==> src/rtl/rgb_fade_sequencer.sv <==
// rtl/rgb_fade_sequencer.sv - RGB duty sequencer: manual pass-through or keyframe fades
module rgb_fade_sequencer #(
    parameter int WIDTH    = 8,
    parameter int NUM_KEYS = 4,
    parameter int RATE_W   = 16,
    localparam int IW      = $clog2(NUM_KEYS)
) (
    input  logic                 clk,
    input  logic                 reset_n,
    input  logic                 cfg_we,
    input  logic [3:0]           cfg_addr,
    input  logic [3*WIDTH-1:0]   cfg_wdata,
    input  logic                 pwm_sync,
    input  logic [WIDTH-1:0]     man_r,
    input  logic [WIDTH-1:0]     man_g,
    input  logic [WIDTH-1:0]     man_b,
    output logic [WIDTH-1:0]     duty_r,
    output logic [WIDTH-1:0]     duty_g,
    output logic [WIDTH-1:0]     duty_b,
    output logic                 busy,
    output logic [IW-1:0]        key_idx,
    output logic                 done
);

    typedef enum logic [1:0] {
        S_IDLE = 2'd0,
        S_RAMP = 2'd1,
        S_HOLD = 2'd2
    } state_e;

    // Channel 2 is red (MSBs of a key word), channel 0 is blue.
    logic [3*WIDTH-1:0]        key_q [NUM_KEYS];
    logic [RATE_W-1:0]         rate_q;
    logic [7:0]                hold_q;
    logic                      run_q;
    logic                      loop_q;
    logic [IW-1:0]             last_q;

    state_e                    state_q, state_d;
    logic [IW-1:0]             key_idx_q, key_idx_d;
    logic [2:0][WIDTH-1:0]     lvl_q, lvl_d;
    logic [2:0][WIDTH-1:0]     duty_q;
    logic [RATE_W-1:0]         presc_q, presc_d;
    logic [7:0]                hold_cnt_q, hold_cnt_d;
    logic                      done_q, done_d;
    logic                      seq_end;

    logic                      wr_key, wr_rate, wr_hold, wr_ctrl;
    logic [2:0]                last_raw;
    logic [IW-1:0]             last_wr;
    logic [3*WIDTH-1:0]        key_tgt;
    logic [RATE_W-1:0]         rate_eff;
    logic [7:0]                hold_eff;
    logic                      run_eff;
    logic                      loop_eff;
    logic [IW-1:0]             last_eff;
    logic                      tick;

    // Register decode; a write in the same cycle overrides the stored value so
    // the FSM and prescaler always act on the freshest configuration.
    always_comb begin
        wr_key   = cfg_we && (cfg_addr < 4'(NUM_KEYS));
        wr_rate  = cfg_we && (cfg_addr == 4'd8);
        wr_hold  = cfg_we && (cfg_addr == 4'd9);
        wr_ctrl  = cfg_we && (cfg_addr == 4'd10);
        last_raw = cfg_wdata[4:2];
        if (last_raw > 3'(NUM_KEYS - 1)) begin
            last_wr = IW'(NUM_KEYS - 1);
        end else begin
            last_wr = last_raw[IW-1:0];
        end
        if (wr_key && (cfg_addr[IW-1:0] == key_idx_q)) begin
            key_tgt = cfg_wdata;
        end else begin
            key_tgt = key_q[key_idx_q];
        end
        rate_eff = wr_rate ? cfg_wdata[RATE_W-1:0] : rate_q;
        hold_eff = wr_hold ? cfg_wdata[7:0] : hold_q;
        run_eff  = wr_ctrl ? cfg_wdata[0] : run_q;
        loop_eff = wr_ctrl ? cfg_wdata[1] : loop_q;
        last_eff = wr_ctrl ? last_wr : last_q;
        tick     = pwm_sync && (state_q != S_IDLE) && (presc_q == rate_eff);
    end

    // Configuration registers; a naturally finished sequence clears RUN.
    always_ff @(posedge clk or negedge reset_n) begin
        if (!reset_n) begin
            for (int i = 0; i < NUM_KEYS; i++) begin
                key_q[i] <= '0;
            end
            rate_q <= '0;
            hold_q <= '0;
            run_q  <= 1'b0;
            loop_q <= 1'b0;
            last_q <= '0;
        end else begin
            if (wr_key) begin
                key_q[cfg_addr[IW-1:0]] <= cfg_wdata;
            end
            if (wr_rate) begin
                rate_q <= cfg_wdata[RATE_W-1:0];
            end
            if (wr_hold) begin
                hold_q <= cfg_wdata[7:0];
            end
            if (wr_ctrl) begin
                run_q  <= cfg_wdata[0];
                loop_q <= cfg_wdata[1];
                last_q <= last_wr;
            end
            if (seq_end) begin
                run_q <= 1'b0;
            end
        end
    end

    // Sequencer next-state: prescaler, ramp stepping, hold countdown, advance.
    always_comb begin
        state_d    = state_q;
        key_idx_d  = key_idx_q;
        lvl_d      = lvl_q;
        hold_cnt_d = hold_cnt_q;
        done_d     = 1'b0;
        seq_end    = 1'b0;
        presc_d    = presc_q;

        if (state_q == S_IDLE) begin
            presc_d = '0;
        end else if (pwm_sync) begin
            presc_d = tick ? '0 : presc_q + RATE_W'(1);
        end

        case (state_q)
            S_IDLE: begin
                if (run_eff) begin
                    state_d   = S_RAMP;
                    key_idx_d = '0;
                    lvl_d     = duty_q;
                end
            end
            S_RAMP: begin
                if (!run_eff) begin
                    state_d = S_IDLE;
                end else if (lvl_q == key_tgt) begin
                    state_d    = S_HOLD;
                    hold_cnt_d = hold_eff;
                end else if (tick) begin
                    for (int c = 0; c < 3; c++) begin
                        if (lvl_q[c] < key_tgt[c*WIDTH +: WIDTH]) begin
                            lvl_d[c] = lvl_q[c] + WIDTH'(1);
                        end else if (lvl_q[c] > key_tgt[c*WIDTH +: WIDTH]) begin
                            lvl_d[c] = lvl_q[c] - WIDTH'(1);
                        end
                    end
                end
            end
            S_HOLD: begin
                if (!run_eff) begin
                    state_d = S_IDLE;
                end else if (tick) begin
                    if (hold_cnt_q != 8'd0) begin
                        hold_cnt_d = hold_cnt_q - 8'd1;
                    end else if (key_idx_q < last_eff) begin
                        key_idx_d = key_idx_q + IW'(1);
                        state_d   = S_RAMP;
                    end else if (loop_eff) begin
                        key_idx_d = '0;
                        state_d   = S_RAMP;
                    end else begin
                        state_d = S_IDLE;
                        done_d  = 1'b1;
                        seq_end = 1'b1;
                    end
                end
            end
            default: begin
                state_d = S_IDLE;
            end
        endcase
    end

    // Sequencer state registers.
    always_ff @(posedge clk or negedge reset_n) begin
        if (!reset_n) begin
            state_q    <= S_IDLE;
            key_idx_q  <= '0;
            lvl_q      <= '0;
            presc_q    <= '0;
            hold_cnt_q <= '0;
            done_q     <= 1'b0;
        end else begin
            state_q    <= state_d;
            key_idx_q  <= key_idx_d;
            lvl_q      <= lvl_d;
            presc_q    <= presc_d;
            hold_cnt_q <= hold_cnt_d;
            done_q     <= done_d;
        end
    end

    // Duty latch: only moves on a PWM period wrap, using pre-update levels.
    always_ff @(posedge clk or negedge reset_n) begin
        if (!reset_n) begin
            duty_q <= '0;
        end else if (pwm_sync) begin
            duty_q <= (state_q == S_IDLE) ? {man_r, man_g, man_b} : lvl_q;
        end
    end

    assign duty_r  = duty_q[2];
    assign duty_g  = duty_q[1];
    assign duty_b  = duty_q[0];
    assign busy    = (state_q != S_IDLE);
    assign key_idx = key_idx_q;
    assign done    = done_q;

endmodule
==> config.mk <==
export PLATFORM = sky130hd
export DESIGN_NAME = rgb_fade_sequencer
export DESIGN_NICKNAME = d
export VERILOG_FILES = /design/src/rtl/rgb_fade_sequencer.sv
export SDC_FILE = /design/constraint.sdc
export NUM_CORES = 1
export LEC_CHECK = 0
export ABC_AREA = 1
export CAP_MARGIN = 40
export CORE_UTILIZATION = 40
export CTS_BUF_LIST = sky130_fd_sc_hd__clkbuf_4 sky130_fd_sc_hd__clkbuf_8
export CTS_CLUSTER_DIAMETER = 40
export DETAILED_ROUTE_END_ITERATION = 7
export DONT_BUFFER_PORTS = 1
export GPL_TIMING_DRIVEN = 0
export PLACE_DENSITY = 0.64
export SLEW_MARGIN = 10
export SYNTH_ARGS = -nofsm -noshare
export SYNTH_HDL_FRONTEND = slang
export SYNTH_SLANG_ARGS = --single-unit
==> constraint.sdc <==
create_clock -name clk -period 5.3 [get_ports clk]
set_clock_uncertainty 0.1 [all_clocks]
set_input_delay 1.59 -clock clk [delete_from_list [all_inputs] [get_ports clk]]
set_output_delay 1.59 -clock clk [all_outputs]
set_load 0.02 [all_outputs]
After elaboration in Yosys (flattened, before gate mapping)
Cells that the tools add are included.
{ "totals": {"register_bits": 201, "wordCells": 145, "in_bits": 56} }
{ "op_classes": {"n_reduce_logical": 21, "magnitude_cmp": 12, "n_eq_ne": 24, "addsub": 9, "n_bitwise": 2, "muxes": 57} }
{ "ops": {"columns": ["cell", "n"], "rows": [
  ["$mux 24", 9],
  ["$bwmux 96", 1],
  ["$mux 8", 12],
  ["$mux 16", 4],
  ["$bmux 24 s2", 1],
  ["$demux 24 s2", 1],
  ["$pmux 24 s2", 1],
  ["$sub 8x1->8 const B", 4],
  ["$reduce_and 6->1", 5],
  ["$mux 2", 14],
  ["$add 8x1->8 const B", 3],
  ["$eq 24x24->1", 1],
  ["$gt 8x8->1", 3],
  ["$lt 8x8->1", 3],
  ["$ne 3x3->1 const B", 7],
  ["$ne 2x2->1 const B", 9],
  ["$add 16x1->16 const B", 1],
  ["$eq 16x16->1", 1],
  ["$pmux 8 s2", 1],
  ["$eq 4x4->1 const B", 3],
  ["$mux 1", 11],
  ["$reduce_bool 2->1", 5],
  ["$logic_and 1x1->1", 8],
  ["$reduce_bool 8->1", 1],
  ["14 further kinds", 16]
]} }

Logic depth before layout (Yosys ltp)
Gate-level depths: netlist (run 1).
{ "logic_depth": {"ltp_word": 12, "ltp_mapped": 27, "ltp_nobuf": 25} }

Least setup slack after synthesis (run 1)
No wires, ideal clock.
{ "synth_timing": {"path_type": "input to register", "start": "in cfg_addr[1]", "end": "reg lvl_q[14] (netlist bit)", "cell_stages": 23, "path_buffers": 3, "t_required_ns": 5.080, "setup_slack_ns": 0.322, "arrival_ns": 4.758, "path_cell_list": "buf_6 > xnor2_1 > nand3_1 > clkbuf_1 > clkbuf_1 > o221ai_1 > o21ai_0 > ha_1 > a21oi_1 > nor2_1 > a211oi_1 > nand2_1 > ha_1 > a21oi_1 > nand2_1 > inv_1 > o21ai_0 > a21oi_1 > nand2_1 > nand2_1 > o22ai_1 > nand4_1 > nand2_1"} }
{ "synth_via": {"elab_chain_len": 10} }
{ "synth_lines": {"columns": ["element", "line_no", "rtl"], "rows": [
  ["start, declared", "11", "input logic [3:0] cfg_addr,"],
  ["$lt 4x3->1", "62", "wr_key = cfg_we && (cfg_addr < 4'(NUM_KEYS));"],
  ["$logic_and 1x1->1", "62", null],
  ["$logic_and 1x1->1", "72", "if (wr_key && (cfg_addr[IW-1:0] == key_idx_q)) begin"],
  ["$mux 24", "72", null],
  ["$lt 8x8->1", "149", "if (lvl_q[c] < key_tgt[c*WIDTH +: WIDTH]) begin"],
  ["$mux 8", "149", null],
  ["$mux 24", "147", "end else if (tick) begin"],
  ["$mux 24", "144", "end else if (lvl_q == key_tgt) begin"],
  ["$mux 24", "142", "if (!run_eff) begin"],
  ["$pmux 24 s2", "133", "case (state_q)"],
  ["end signal, assigned", "194", "lvl_q <= lvl_d;"],
  ["end, declared", "41", "logic [2:0][WIDTH-1:0] lvl_q, lvl_d;"]
]} }
Parallel ways exist; a longest one is shown, timed or not. The select of a mux whose other input is x is not followed.
A chain may end at the register's enable or synchronous reset.

Final worst setup path (run 1)
{ "layout_timing": {"start": "in cfg_we", "end": "reg lvl_q[22] (netlist bit)"} }
{ "layout_via": {"elab_chain_len": 9} }
{ "layout_lines": {"columns": ["element", "line_no", "rtl"], "rows": [
  ["start, declared", "10", "input logic cfg_we,"],
  ["$logic_and 1x1->1", "62", null],
  ["$logic_and 1x1->1", "72", null],
  ["$mux 24", "72", null],
  ["$lt 8x8->1", "149", null],
  ["$mux 8", "149", null],
  ["$mux 24", "147", null],
  ["$mux 24", "144", null],
  ["$mux 24", "142", null],
  ["$pmux 24 s2", "133", null]
]} }
Parallel ways exist; a longest one is shown, timed or not. The select of a mux whose other input is x is not followed.

==> results of run 1 <==
worst max-delay path: stages:
cell and delay, ps:
inv_1 20, nor2_1 100, nand2_1 90, inv_1 170, nand3_1 140, clkbuf_2 250, buf_2 250, o221ai_1 100
o21ai_0 230, ha_1 360, inv_1 80, nor2_1 40, o21ai_0 140, nand2_1 70, nand2_1 90, nand2_2 150
ha_1 390, a21oi_1 150, nand2_1 100, inv_1 80, o21ai_0 80, a21oi_1 200, nand2_1 70, nand2_1 70
o22ai_1 80, nand4_1 110, nand2_1 70
final cells by class:
class	count	area (sq um)
plain buffers	73	318
clock buffers	59	743
clock inverters	9	128
fillers	2811	15100
inverters	119	447
multi-input cells	1038	5500
flip-flops and latches	201	5030
well taps	378	473
repair buffers	4	30.0
power by group:
| part | switching [mW] | internal [mW] |
|---|---|---|
| Sequential | 0.492 | 1.96 |
| Combinational | 2.68 | 1.50 |
| Clock | 0.690 | 1.04 |
| Total | 3.86 | 4.50 |
kinds of logic after synthesis:
| family | count (synthesis) | synth area share |
|---|---|---|
| XOR/XNOR | 23 | 0.0179 |
| AND/OR/NAND/NOR | 596 | 0.228 |
| buffers and inverters | 192 | 0.0674 |
| AO/OA/AOI/OAI | 364 | 0.178 |
| flip-flops | 201 | 0.446 |
| adder cells (fa/ha/maj) | 52 | 0.0597 |
| multiplexers | 3 | 0.00266 |
sequential cells by signal, indices dropped and copies added (netlist names), 8 cells and up:
register and flops:
key_q 96, duty_b 8, duty_r 8, hold_cnt_q 8
hold_q 8, duty_g 8, rate_q 16, lvl_q 24
presc_q 16
through the flow:
step | worst slack, ps | util | cells
floorplan | 322 | - | 1431
finish | 366 | 0.456 | 1881
CTS | 20.6 | 0.454 | 1877
global route | 13.1 | 0.456 | 1881
global placement | -653 | 0.423 | 1809
detailed placement | -746 | 0.423 | 1809
worst max path at each step:
stage | endpoint | slack, ps | depth (start not counted)
after floorplan | lvl_q[14]$_DFFE_PN0P_ | 320 | 23
after global placement | lvl_q[14]$_DFFE_PN0P_ | -650 | 25
after detailed placement | lvl_q[14]$_DFFE_PN0P_ | -750 | 23
after CTS | lvl_q[14]$_DFFE_PN0P_ | 20 | 23
after global routing | lvl_q[22]$_DFFE_PN0P_ | 10 | 27
final | lvl_q[22]$_DFFE_PN0P_ | 370 | 27
timing repair:
item	4_1_cts	5_1_grt
pin swaps	0	2
endpoints found under the setup margin	6	13
setup buffers	0	4
resized for setup	2	14
endpoints found under the hold margin	0	0
cell usage after synthesis, drive strengths merged:
master,number,share of area
nand2,346,0.12
o21ai,253,0.12
dfrtp,201,0.45
nor2,122,0.043
inv,119,0.040
clkbuf,58,0.019
nand4,58,0.036
nand3,56,0.026
ha,49,0.054
a21oi,46,0.020
o22ai,25,0.014
o221ai,24,0.019
buf,15,0.0085
xor2,12,0.0093
nor3,11,0.0053
xnor2,11,0.0085
o31ai,5,0.0033
a211oi,3,0.0020
a22oi,3,0.0020
a31oi,3,0.0017
fa,3,0.0053
mux2i,3,0.0027
nor4,2,0.0011
o21a,2,0.0013
or2,1,0.00055
per-layer routing:
metal | vias to the layer above | wire, microns | global-route usage
met5 | - | 0 | 0
met4 | 0 | 1240 | 0.101
met3 | 92 | 2520 | 0.0486
met2 | 385 | 15300 | 0.379
met1 | 4938 | 15100 | 0.330
li1 | 4949 | - | -
==> impl_metrics.ini, run 1 <==
[run_status]
outcome = finished, final reports clean

[die]
die_h_microns = 170
rows = 61
die_w_microns = 170
ios = 84
core-area_sq_mm = 0.0278
initial_core_util = 0.406
die-area_sq_mm = 0.0289

[critical_path]
crit_type = input port to flip-flop
rr_worst_depth = 22
rr_startpoint = key_idx[1]$_DFFE_PN0P_
r2r_end = lvl_q[15]$_DFFE_PN0P_
crit_path_start_kind = input port
startpoint = cfg_we
worstPathMaxFanout = 10
cp.arrival_ps = 5270
endpoint_kind = flip-flop
critPathRequiredTime_ps = 5630
reg2reg_slack_ps = 580

[clock_tree]
cts_tree = yes
path_clk_slew_ps = 60
clock_path_buffers = 3
numCtsBuffers = 40
cts_hold_buf = 0
clock-root-buffer = clkbuf_8
cts.sinks = 201
htree_levels = 2
insertion_delay_ps = 550

[grt]
grt_overflow = 0
first_global_vias = 10100
grt_start_max_net_pins = 202
track_usage = 0.244
antenna_found_initial = 0
grt_pass1_wl_microns = 54600

[sta]
hold-worst-slack_ps = 378
hold_viol_final = 0
max_slew_margin = 0.416
rsz0062_at_grt = no
slew_viol_final = 0
period_minus_slack_ps = 4930
tns_ps = 0
fmax_ghz = 0.203
period_share = 0.931
finalSetupViolCount = 0
worstMarginPinSlew_ps = 874

[run]
maxCapViolCount = 0

[layout]
final_area_sq_mm = 0.0127
final_common_cell = nand2_1
antenna_cells = 0
layout-drive-gt1-share = 0.0805
nets = 1585
layout_common_cells = nand2_1, o21ai_0, dfrtp_1
area_growth_pct = 12.3

[pwr]
powerDensity_mw_per_mm2 = 660
total_power_mw = 8.36
leakage_nw = 6.01
peakVddDrop_mv = 0.411

[min_path]
whs_path_depth = 2
hp-class = flip-flop to flip-flop
hold_end = key_q[47]$_DFFE_PN0P_
hp-start = key_q[47]$_DFFE_PN0P_

[placement]
gp_congestion = 0.891
hpwl_microns = 24300
placed_cell_area_sq_mm = 0.0118
io_buffers = 0

[drt]
via_count = 10400
wl_per_cell_microns = 18.2
drc_errors = 0
finalWirelength_microns = 34200
drtAntennaViolNets = 0
drt_iter0_drc = 960
firstDrtPassIters = 6
drt-vias-per-instance = 5.51

[synth]
synth_seq_area_share = 0.446
synth_area_sq_mm = 0.0113
ys_warn_count = 0
syn_area_per_cell_sq_um = 7.88
synth_nets = 1539
ys_ff_latch = 201
synth.distinct_cells = 38
synthCells = 1431
No activity file was read; power rests on OpenSTA's default activity.
==> run 2: changes to the inputs <==
--- a/config.mk
+++ b/config.mk
@@ -7,6 +7,7 @@
 export LEC_CHECK = 0
 export ABC_AREA = 1
 export CAP_MARGIN = 40
+export CORE_ASPECT_RATIO = 0.75
 export CORE_UTILIZATION = 40
 export CTS_BUF_LIST = sky130_fd_sc_hd__clkbuf_4 sky130_fd_sc_hd__clkbuf_8
 export CTS_CLUSTER_DIAMETER = 40
==> impl_metrics.ini, run 2 (synthesis gave the netlist of run 1 again) <==
[layout]
final_cells = 1851
n_fill_cell = 2687
layout_common_cells = nand2_1, o21ai_0, dfrtp_1
multiInputGateArea_sq_mm = 0.00550
seq_area_sq_mm = 0.00503
largest_reg_flops = 96
final_common_cell = nand2_1
nets = 1581
reg_top3 = key_q x96, lvl_q x24
top_register = key_q
area_growth_pct = 12.2
antenna_cells = 0
post-route-util = 0.463
layout-drive-gt1-share = 0.0780

[critical_path]
critPathRequiredTime_ps = 5670
worstPathMaxFanout = 10
rr_worst_depth = 23
crit_path_start_kind = input port
reg2reg_slack_ps = 430
setup.worst_path.end = lvl_q[23]$_DFFE_PN0P_
r2r_end = lvl_q[23]$_DFFE_PN0P_
rr_startpoint = key_idx[1]$_DFFE_PN0P_
endpoint_kind = flip-flop
crit_type = input port to flip-flop
cp.arrival_ps = 5400
startpoint = cfg_addr[1]

[sta]
fmax_ghz = 0.199
rsz0062_at_grt = no
period_minus_slack_ps = 5040
hold_viol_final = 0
slew_viol_final = 0
worstMarginPinSlew_ps = 777
max_slew_margin = 0.482
finalSetupViolCount = 0
period_share = 0.950

[die]
die_h_microns = 147
core-area_sq_mm = 0.0273
die_w_microns = 196
die-area_sq_mm = 0.0289
initial_core_util = 0.413
ios = 84
rows = 52

[grt]
antenna_found_initial = 0
grt_pass1_wl_microns = 54900
first_global_vias = 9841
grt_start_max_net_pins = 202
grt_overflow = 0
track_usage = 0.242

[drt]
drtAntennaViolNets = 0
finalWirelength_microns = 34200
wl_per_cell_microns = 18.5
via_count = 10400
drc_errors = 0
drt_iter0_drc = 1000
firstDrtPassIters = 5
drt-vias-per-instance = 5.62

[clock_tree]
path_clk_slew_ps = 60
clock_path_buffers = 3
cts.sinks = 201
numCtsBuffers = 38
insertion_delay_ps = 540
htree_levels = 2
cts_hold_buf = 0
clock-root-buffer = clkbuf_8
cts_tree = yes

[pwr]
leakage_nw = 6.03
powerDensity_mw_per_mm2 = 660
peakVddDrop_mv = 0.283

[run_status]
outcome = finished, final reports clean

[placement]
io_buffers = 0
hpwl_microns = 24900
gp_congestion = 0.891
dp_cells = 1782

[min_path]
hp-class = flip-flop to flip-flop

[run]
maxCapViolCount = 0
==> run 2: changes by cell type in the layout (fill, tap and decap cells not counted) <==
cell	change
a211oi_2	-1
clkbuf_8	+5
o21ai_0	+7
clkinvlp_4	-3
a211oi_1	+1
clkinv_2	+4
buf_2	+1
buf_4	-2
clkbuf_2	-1
o21ai_1	-7
bufinv_16	+1
clkbuf_4	-8
==> run 2: worst min-delay path by stage <==
stage	startpoint	to	slack, ps	cells after the start
after floorplan	key_q[25]$_DFFE_PN0P_	key_q[25]$_DFFE_PN0P_	350	2
after global placement	key_q[39]$_DFFE_PN0P_	key_q[39]$_DFFE_PN0P_	360	2
after detailed placement	key_q[33]$_DFFE_PN0P_	key_q[33]$_DFFE_PN0P_	370	2
after CTS	key_q[33]$_DFFE_PN0P_	key_q[33]$_DFFE_PN0P_	380	2
after global routing	key_q[89]$_DFFE_PN0P_	key_q[89]$_DFFE_PN0P_	400	2
final	key_q[39]$_DFFE_PN0P_	key_q[39]$_DFFE_PN0P_	380	2
==> run 2: final cells by class <==
type | instances | share of cell area
Multi-Input combinational cell | 1038 | 0.435
Inverter | 119 | 0.0353
Buffer | 73 | 0.0251
Clock buffer | 56 | 0.0594
Clock inverter | 11 | 0.0123
Sequential cell | 201 | 0.397
Timing Repair Buffer | 2 | 0.00119
Tap cell | 351 | 0.0347
==> run 2: worst max-delay path, cell delays in order <==
cell and delay (ps):
buf_6 120, xnor2_1 120, nand3_1 190, buf_2 310
buf_2 330, o221ai_1 170, o21ai_0 160, ha_1 330
nand2_1 80, nor2_1 40, a211oi_1 290, nand2_2 190
buf_4 200, ha_1 290, a21oi_1 160, o31ai_1 100
a21oi_1 200, inv_1 60, nand2_1 60, nand3_1 80
nand2_1 110, nand4_1 100, nand2_1 100
==> run 2: through the flow <==
stage	setup slack, ps	hold slack, ps	setup TNS [ps]	total power [mW]	area [sq um]
after floorplan	322	348	0	5.39	11300
after global routing	13.8	399	0	9.08	12700
after global placement	-752	361	-8830	6.30	11700
final	263	381	0	8.35	12700
after detailed placement	-811	367	-9790	6.43	11700
after CTS	173	381	0	8.27	12600
==> run 2: timing repair <==
item / 4_1_cts / 5_1_grt
endpoints found under the hold margin: 0 / 0
endpoints found under the setup margin: 9 / 11
pin swaps: 0 / 1
gates resized for setup: 3 / 5
setup buffers: 0 / 2
gates cloned: 0 / 0
==> run 2: power breakdown <==
part	leakage [nW]	total [mW]	switching [mW]	internal, mW
clock	0.479	1.80	0.701	1.10
combinational	3.01	4.11	2.64	1.46
sequential	2.54	2.44	0.480	1.96
==> run 2: routing by layer <==
layer	vias up	part of all wire	global-route usage
li1	4944	-	-
met1	5021	0.47	0.367
met2	389	0.41	0.328
met3	44	0.098	0.0710
met4	0	0.018	0.0703
met5	-	0	0
